--- src/rtl/clk_div_prog.sv ---
// Runtime-programmable clock divider with 50% duty for any divisor 2..2^WIDTH-1.
// Odd divisors gain half-cycle resolution from a falling-edge copy of the phase flop.
module clk_div_prog #(
  parameter int WIDTH     = 8,
  parameter int DIV_RESET = 4
) (
  input  logic             clk_in,
  input  logic             rst_n,
  input  logic             en,
  input  logic [WIDTH-1:0] div_val,
  input  logic             div_load,
  output logic             div_ack,
  output logic             load_err,
  output logic [WIDTH-1:0] div_cur,
  output logic             tick,
  output logic             clk_out
);

  typedef enum logic [0:0] {
    IDLE = 1'b0,
    RUN  = 1'b1
  } state_t;

  localparam logic [WIDTH-1:0] ZERO_C    = {WIDTH{1'b0}};
  localparam logic [WIDTH-1:0] ONE_C     = {{(WIDTH-1){1'b0}}, 1'b1};
  localparam logic [WIDTH-1:0] DIV_RST_C = DIV_RESET[WIDTH-1:0];

  // ceil(d/2) at WIDTH+1 bits so d = 2^WIDTH-1 cannot overflow
  function automatic logic [WIDTH:0] half_thr(input logic [WIDTH-1:0] d);
    logic [WIDTH:0] sum;
    sum = {1'b0, d} + {{WIDTH{1'b0}}, 1'b1};
    return {1'b0, sum[WIDTH:1]};
  endfunction

  state_t           state_r, state_s;
  logic [WIDTH-1:0] cnt_r, cnt_s;
  logic [WIDTH-1:0] cnt_inc_s;
  logic             q_p_r, q_p_s;
  logic             q_n_r;
  logic             tick_r, tick_s;
  logic [WIDTH-1:0] div_cur_r, div_cur_s;
  logic             odd_r, odd_s;
  logic [WIDTH-1:0] pend_div_r, pend_div_s;
  logic             pend_valid_r, pend_valid_s;
  logic             div_ack_r, div_ack_s;
  logic             load_err_r, load_err_s;
  logic             apply_s;
  logic             legal_s;

  // Next-state, counter, phase and divisor-handshake logic
  always_comb begin
    state_s      = state_r;
    cnt_s        = cnt_r;
    q_p_s        = q_p_r;
    tick_s       = 1'b0;
    apply_s      = 1'b0;
    cnt_inc_s    = cnt_r + ONE_C;
    legal_s      = |div_val[WIDTH-1:1];
    case (state_r)
      IDLE: begin
        if (en) begin
          state_s = RUN;
          cnt_s   = ZERO_C;
          q_p_s   = 1'b1;
          tick_s  = 1'b1;
          apply_s = pend_valid_r;
        end else begin
          cnt_s = ZERO_C;
          q_p_s = 1'b0;
        end
      end
      RUN: begin
        if (cnt_r == (div_cur_r - ONE_C)) begin
          if (en) begin
            cnt_s   = ZERO_C;
            q_p_s   = 1'b1;
            tick_s  = 1'b1;
            apply_s = pend_valid_r;
          end else begin
            state_s = IDLE;
            cnt_s   = ZERO_C;
            q_p_s   = 1'b0;
          end
        end else begin
          cnt_s = cnt_inc_s;
          q_p_s = ({1'b0, cnt_inc_s} < half_thr(div_cur_r));
        end
      end
      default: begin
        state_s = IDLE;
        cnt_s   = ZERO_C;
        q_p_s   = 1'b0;
      end
    endcase

    // The pending value seen by apply is the one registered before this edge,
    // so a load on the boundary cycle waits for the next boundary.
    if (apply_s) begin
      div_cur_s = pend_div_r;
      odd_s     = pend_div_r[0];
    end else begin
      div_cur_s = div_cur_r;
      odd_s     = odd_r;
    end

    if (div_load && legal_s) begin
      pend_div_s   = div_val;
      pend_valid_s = 1'b1;
    end else if (apply_s) begin
      pend_div_s   = pend_div_r;
      pend_valid_s = 1'b0;
    end else begin
      pend_div_s   = pend_div_r;
      pend_valid_s = pend_valid_r;
    end

    div_ack_s  = apply_s;
    load_err_s = div_load && !legal_s;
  end

  // Rising-edge state and output registers
  always_ff @(posedge clk_in or negedge rst_n) begin
    if (!rst_n) begin
      state_r      <= IDLE;
      cnt_r        <= ZERO_C;
      q_p_r        <= 1'b0;
      tick_r       <= 1'b0;
      div_cur_r    <= DIV_RST_C;
      odd_r        <= DIV_RST_C[0];
      pend_div_r   <= DIV_RST_C;
      pend_valid_r <= 1'b0;
      div_ack_r    <= 1'b0;
      load_err_r   <= 1'b0;
    end else begin
      state_r      <= state_s;
      cnt_r        <= cnt_s;
      q_p_r        <= q_p_s;
      tick_r       <= tick_s;
      div_cur_r    <= div_cur_s;
      odd_r        <= odd_s;
      pend_div_r   <= pend_div_s;
      pend_valid_r <= pend_valid_s;
      div_ack_r    <= div_ack_s;
      load_err_r   <= load_err_s;
    end
  end

  // Falling-edge copy of the phase flop for the extra half cycle on odd divisors
  always_ff @(negedge clk_in or negedge rst_n) begin
    if (!rst_n) begin
      q_n_r <= 1'b0;
    end else begin
      q_n_r <= q_p_r;
    end
  end

  // odd_r only changes at a period start, when both q_p_r and q_n_r are low
  assign clk_out  = odd_r ? (q_p_r & q_n_r) : q_p_r;
  assign tick     = tick_r;
  assign div_cur  = div_cur_r;
  assign div_ack  = div_ack_r;
  assign load_err = load_err_r;

endmodule
--- config.mk ---
export PLATFORM = sky130hd
export DESIGN_NAME = clk_div_prog
export DESIGN_NICKNAME = d
export VERILOG_FILES = /design/src/rtl/clk_div_prog.sv
export SDC_FILE = /design/constraint.sdc
export NUM_CORES = 1
export LEC_CHECK = 0
export ABC_AREA = 1
export CORE_ASPECT_RATIO = 2
export CORE_MARGIN = 2
export CORE_UTILIZATION = 55
export DETAILED_ROUTE_END_ITERATION = 10
export GPL_ROUTABILITY_DRIVEN = 0
export GPL_TIMING_DRIVEN = 0
export PLACE_DENSITY = 0.79
export RECOVER_POWER = 100
export REMOVE_ABC_BUFFERS = 1
export SLEW_MARGIN = 20
export SYNTH_ARGS = -nofsm -noshare
export SYNTH_HDL_FRONTEND = slang
export SYNTH_SLANG_ARGS = --single-unit
--- constraint.sdc ---
create_clock -name clk_in -period 2.3 [get_ports clk_in]
set_clock_uncertainty 0.2 [all_clocks]
set_input_delay 0.69 -clock clk_in [delete_from_list [all_inputs] [get_ports clk_in]]
set_output_delay 0.69 -clock clk_in [all_outputs]
set_load 0.03 [all_outputs]
==> impl_metrics.toml, run 1 <==
[cells_and_area]
nets = 284
syn_to_final_growth_pct = 22.96
drive_gt1_share_pct = 17.11
antennaDiodeCount = 0
design_area_um2 = 2298

[setup_path]
reg2reg_setup_slack_ps = 10
crit_start = "q_n_r$_DFF_NN0_"
cp_num_buf_inv = 1
arrival_ps = 2070
crit_chain = "o21a_1, buf_6"
cp.depth = 2
timing.rr.start = "div_cur[0]$_DFFE_PN0P_"
critPathLaunchType = "flip-flop"
crit_fanout = 1
reg2regPathDepth = 12
crit_type = "reg -> out"
cp.required_ps = 1410
critPathCaptureType = "output port"
cpPeakStageDelay_ps = 390
crit_family = "flip-flops"
crit_slowest_cell = "dfrtn_1"

[synthesis]
netlist_area_um2 = 1869
ys_seq_elements = 31
yosysSeqAreaShare_pct = 41.63
yosys-top-cells-area = "dfrtp_1, nand2_1, xor2_1"
yosysTopAreaCellShare_pct = 37.48
postSynthCellCount = 232
synth_cell_type_count = 30
synth_warnings = 0
postSynthAreaPerCell_um2 = 8.057
synth_top_area_cell = "dfrtp_1"

[timing]
setup_viol = 5
whs_ps = 274.4
final_max_slew_viol_count = 0
fin_ws_ps = -663.6
slew_headroom_pct = 47.70
rsz0062_at_grt = "yes"
hold_viol = 0
worst_pin_slew_ps = 784.5

[routing]
dr.pass1.iters = 4
drc = 0
wl_per_cell_um = 13.23
post_drt_via_cell_ratio = 5.244
ant_nets = 0
vias = 1547
drt_iter0_markers = 38
routed_wl_um = 3902

[global_route]
grt-ovfl-total = 0
grt_pass1_vias = 1405
grt_pass1_wl_um = 6127
antenna_found_initial = 0
grt_usage_pct = 21.28
grt_max_degree = 32

[die]
die_height_um = 86.45
core_area_um2 = 3303
dieArea_um2 = 3909
fp.dieW_um = 45.23
placementRows = 30
ios = 24
initial_core_util_pct = 56.59

[cts]
clk_pin_slew_ps = 70
cts_buffers = 5
cts_tree = "built"
cts_root_buf = "clkbuf_8"
clk_latency_ps = 290
h-tree-depth = 2
clockBufferDepth = 2
cts_num_sinks = 31
hold_buffers = 0

[place]
dp_hpwl_um = 2625
dpl_cell_area_um2 = 2053
pre_cts_ws_ps = -890.4
numPortBuffers = 23

[outcome]
outcome = "complete, but fails checks"
failed_checks = "setup timing"

[pwr]
irDropWorstVdd_v = 0.0007348
p_leak_nw = 1.280
p_per_area_nw_per_um2 = 548.0

[run]
drv_cap = 0

[worst_hold_path]
min_path_type = "in -> async"
-- what timing repair did --
| item | 4_1_cts | 5_1_grt |
|---|---|---|
| setup buffers | 0 | 9 |
| resized for setup | 15 | 18 |
| pin swaps | 1 | 4 |
| endpoints found under the setup margin | 19 | 21 |
-- worst register-to-register path: cells and delay by family (launching register included) --
| kind | cells | cell delay, ps |
|---|---|---|
| XOR/XNOR | 1 | 190 |
| adder cells (fa/ha/maj) | 1 | 290 |
| buffers and inverters | 1 | 110 |
| flip-flops | 1 | 470 |
| AND/OR/NAND/NOR | 9 | 910 |
-- layer usage --
metal | up-vias | wire length (um) | GRT usage (%)
li1 | 796 | - | -
met1 | 712 | 1666 | 25.54
met2 | 30 | 2042 | 35.97
met3 | 9 | 113 | 4.375
met4 | 0 | 79 | 8.021
met5 | - | 0 | 0
-- per-stage QoR --
stage / TNS, ps / util [%] / std cells / power (mW)
floorplan: -391.5 / - / 223 / 0.5901
global placement: -10140 / 62.31 / 278 / 0.6292
detailed placement: -3855 / 62.16 / 278 / 0.6303
CTS: -1125 / 65.91 / 286 / 1.270
global route: -2216 / 69.58 / 295 / 1.305
finish: -745.2 / 69.58 / 295 / 1.259
-- power breakdown --
| part | switching (mW) | total (mW) | internal [mW] |
|---|---|---|---|
| Clock | 0.207 | 0.640 | 0.433 |
| Combinational | 0.0288 | 0.0511 | 0.0222 |
| Sequential | 0.00883 | 0.568 | 0.560 |
| Total | 0.245 | 1.26 | 1.01 |
-- Yosys cell counts, drive strengths merged --
library cell  number
nand2             69
dfrtp             28
inv               28
nor2              26
nand3             17
xor2              15
nand4             12
ha                10
buf                7
o21ai              5
a21oi              4
clkbuf             2
dfstp              2
xnor2              2
and2               1
dfrtn              1
nor3               1
nor4               1
o21a               1
-- layout by cell type, fill, tap and decap left out, drive strengths merged, types with 2 or more instances in the layout --
cell type      count
xnor2              2
nand3             17
dlygate4sd2        8
a21oi              4
nand2             69
nor2              26
o21ai              5
clkbuf             8
nand4             12
dfrtp             28
ha                10
clkdlybuf4s50      9
inv               28
xor2              15
buf                9
dfstp              2
dlygate4sd3        4
bufinv             2
-- registers in the layout, summed over array words and instances, names as in the netlist --
name          flops
cnt_r             8
div_ack           1
div_cur           8
load_err          1
pend_div_r        8
pend_valid_r      1
q_n_r             1
q_p_r             1
state_r           1
tick              1
-- layout make-up --
| class | instances | area (um2) |
|---|---|---|
| clock buffers | 6 | 72.57 |
| clock inverters | 2 | 60.06 |
| fillers | 267 | 1005 |
| inverters | 28 | 107.6 |
| multi-input cells | 164 | 950.9 |
| flip-flops and latches | 31 | 783.3 |
| well taps | 32 | 40.04 |
| repair buffers | 32 | 284.0 |
-- final timing paths --
kind | to
worst max-delay path | clk_out
worst min-delay path | tick$_DFF_PN0_
worst max register to register | div_cur[6]$_DFFE_PN0P_
worst min register to register | pend_div_r[2]$_DFFE_PN1P_
max in group asynchronous | q_n_r$_DFF_NN0_
min in group clk_in | pend_div_r[2]$_DFFE_PN1P_
-- logic make-up (layout without fill, tap and decap cells) --
group                      count (synthesis)  in the layout  synth area share (%)
adders and majority gates                 10             10                 6.693
DFF                                       31             31                 41.63
AOI/OAI and AO/OA                         10             10                 2.811
and+or+nand+nor                          127            127                 30.92
xor gates and xnor gates                  17             17                 7.966
buffers and inverters                     37             68                 9.972
Note: power is estimated with default switching activity, not from simulation.
==> inputs of run 2 (changes only) <==
- CORE_UTILIZATION: 55 -> 30
- PLACE_DENSITY: 0.79 -> not set
==> run 2 against run 1 <==
Compared with the run above:
- the run still ends with setup timing left
- count of clock-buffer cells in the layout is the same
- largest power group unchanged
- non-clock buffer count is the same
- critical path type unchanged
- largest cell class unchanged
- routed wire length grew 2.3%
- highest routed layer unchanged
- cell area grew 4.1%
- critical path depth is the same
- hold slack lost 17 ps
- sequential share of layout area shrank 1.5 points
- total power grew 9.7%
- clock power grew 19%
- via count grew 2.0%
- register-to-register slack is essentially flat
- critical endpoint unchanged
- die area grew 77%
==> impl_metrics.toml, run 2 (synthesis results as in run 1) <==
[cells_and_area]
layout_commonest_cell = "nand2_1"
final_cell_mix = "nand2_1, dfrtp_1, inv_1"
drive_gt1_share_pct = 16.60
regArea_um2 = 779.5
nFillCells = 620
multi_input_area_um2 = 954.7
design_area_um2 = 2392
post-route-util_pct = 39.83
syn_to_final_growth_pct = 27.98
antennaDiodeCount = 0
nets = 286

[die]
die_height_um = 115.6
core_area_um2 = 6006
fp.dieW_um = 59.82
initial_core_util_pct = 31.13
ios = 24
dieArea_um2 = 6916
placementRows = 40

[place]
pre_cts_ws_ps = -898.7
numPortBuffers = 23
dp_hpwl_um = 2934
dpl_cell_area_um2 = 2092

[worst_hold_path]
holdPathEnd = "pend_div_r[2]$_DFFE_PN1P_"
min_path_type = "reg -> reg"
hold_start = "pend_div_r[2]$_DFFE_PN1P_"
hold_depth = 2

[setup_path]
critPathCaptureType = "output port"
crit_slowest_cell = "dfrtn_1"
rr_endpoint = "cnt_r[5]$_DFF_PN0_"
reg2regPathDepth = 12
critPathLaunchType = "flip-flop"
arrival_ps = 2080
cpPeakStageDelay_ps = 380
crit_fanout = 1
timing.rr.start = "div_cur[0]$_DFFE_PN0P_"
crit_type = "reg -> out"
crit_start = "q_n_r$_DFF_NN0_"
cp.required_ps = 1410
crit_chain = "o21a_1, buf_6"
reg2reg_setup_slack_ps = 20

[routing]
ant_nets = 0
wl_met2_um = 2310
vias = 1578
routed_wl_um = 3992
drt_iter0_markers = 39
wl_met3_um = 109
wl_per_cell_um = 12.17
post_drt_via_cell_ratio = 4.811
drc = 0
wl_met1_um = 1372
dr.pass1.iters = 3
highest_layer = "met4"

[pwr]
irDropWorstVdd_v = 0.0004557
p_per_area_nw_per_um2 = 577.6
total_power_mw = 1.382
p_leak_nw = 1.308

[cts]
cts_tree = "built"
h-tree-depth = 2
clk_latency_ps = 280
cts_root_buf = "clkbuf_16"
cts_num_sinks = 31
hold_buffers = 0
clk_pin_slew_ps = 50
clockBufferDepth = 2
cts_buffers = 5

[timing]
worst_pin_slew_ps = 784.1
fin_ws_ps = -671.1
whs_ps = 256.9
slew_headroom_pct = 47.73
setup_viol = 1
final_max_slew_viol_count = 0
rsz0062_at_grt = "yes"
hold_viol = 0

[global_route]
antenna_found_initial = 0
grt_pass1_wl_um = 6658
grt_pass1_vias = 1583
grt_max_degree = 32
grt_usage_pct = 12.91
grt-ovfl-total = 0

[run]
drv_cap = 0

[outcome]
outcome = "complete, but fails checks"
failed_checks = "setup timing"
==> run 2: per-stage QoR <==
| step | std cells | TNS (ps) |
|---|---|---|
| after CTS | 317 | -692.3 |
| after global routing | 328 | -2643 |
| final | 328 | -671.1 |
| after global placement | 309 | -11930 |
| after detailed placement | 309 | -4683 |
| after floorplan | 223 | -391.5 |
==> run 2: final cells by class <==
class,count,share of cell area [%]
sequential,31,32.58
inverter,28,4.498
multi-input combinational,166,39.91
timing repair buffer,32,12.45
clock buffer,6,5.805
clock inverter,2,1.464
tap,63,3.295
==> run 2: repair_timing <==
item / in CTS / in global routing
pin swaps: 1 / 6
setup endpoints to repair: 23 / 20
cloned: 0 / 2
resized for setup: 18 / 9
buffers inserted: 0 / 9
==> run 2: worst max-delay path by stage <==
stage	to	cells past startpoint
after floorplan	clk_out	1
after global placement	q_n_r$_DFF_NN0_	1
after detailed placement	clk_out	2
after CTS	clk_out	2
after global routing	clk_out	2
final	clk_out	2
==> run 2: critical path: cells and delay by family (launching register included) <==
| kind | cells | cell delay, ps |
|---|---|---|
| AO/OA/AOI/OAI | 1 | 120 |
| buffers and inverters | 1 | 130 |
| flip-flops | 1 | 380 |
==> run 2: power by group <==
part | internal, mW | switching (mW)
clock | 0.537 | 0.226
combinational | 0.0224 | 0.0291
sequential | 0.561 | 0.00704
total | 1.12 | 0.262
==> run 2: metal layers <==
layer  GRT usage [%]  vias up
li1                -      800
met1           11.81      728
met2           23.55       35
met3           2.567       15
met4           9.630        0
met5               0        -
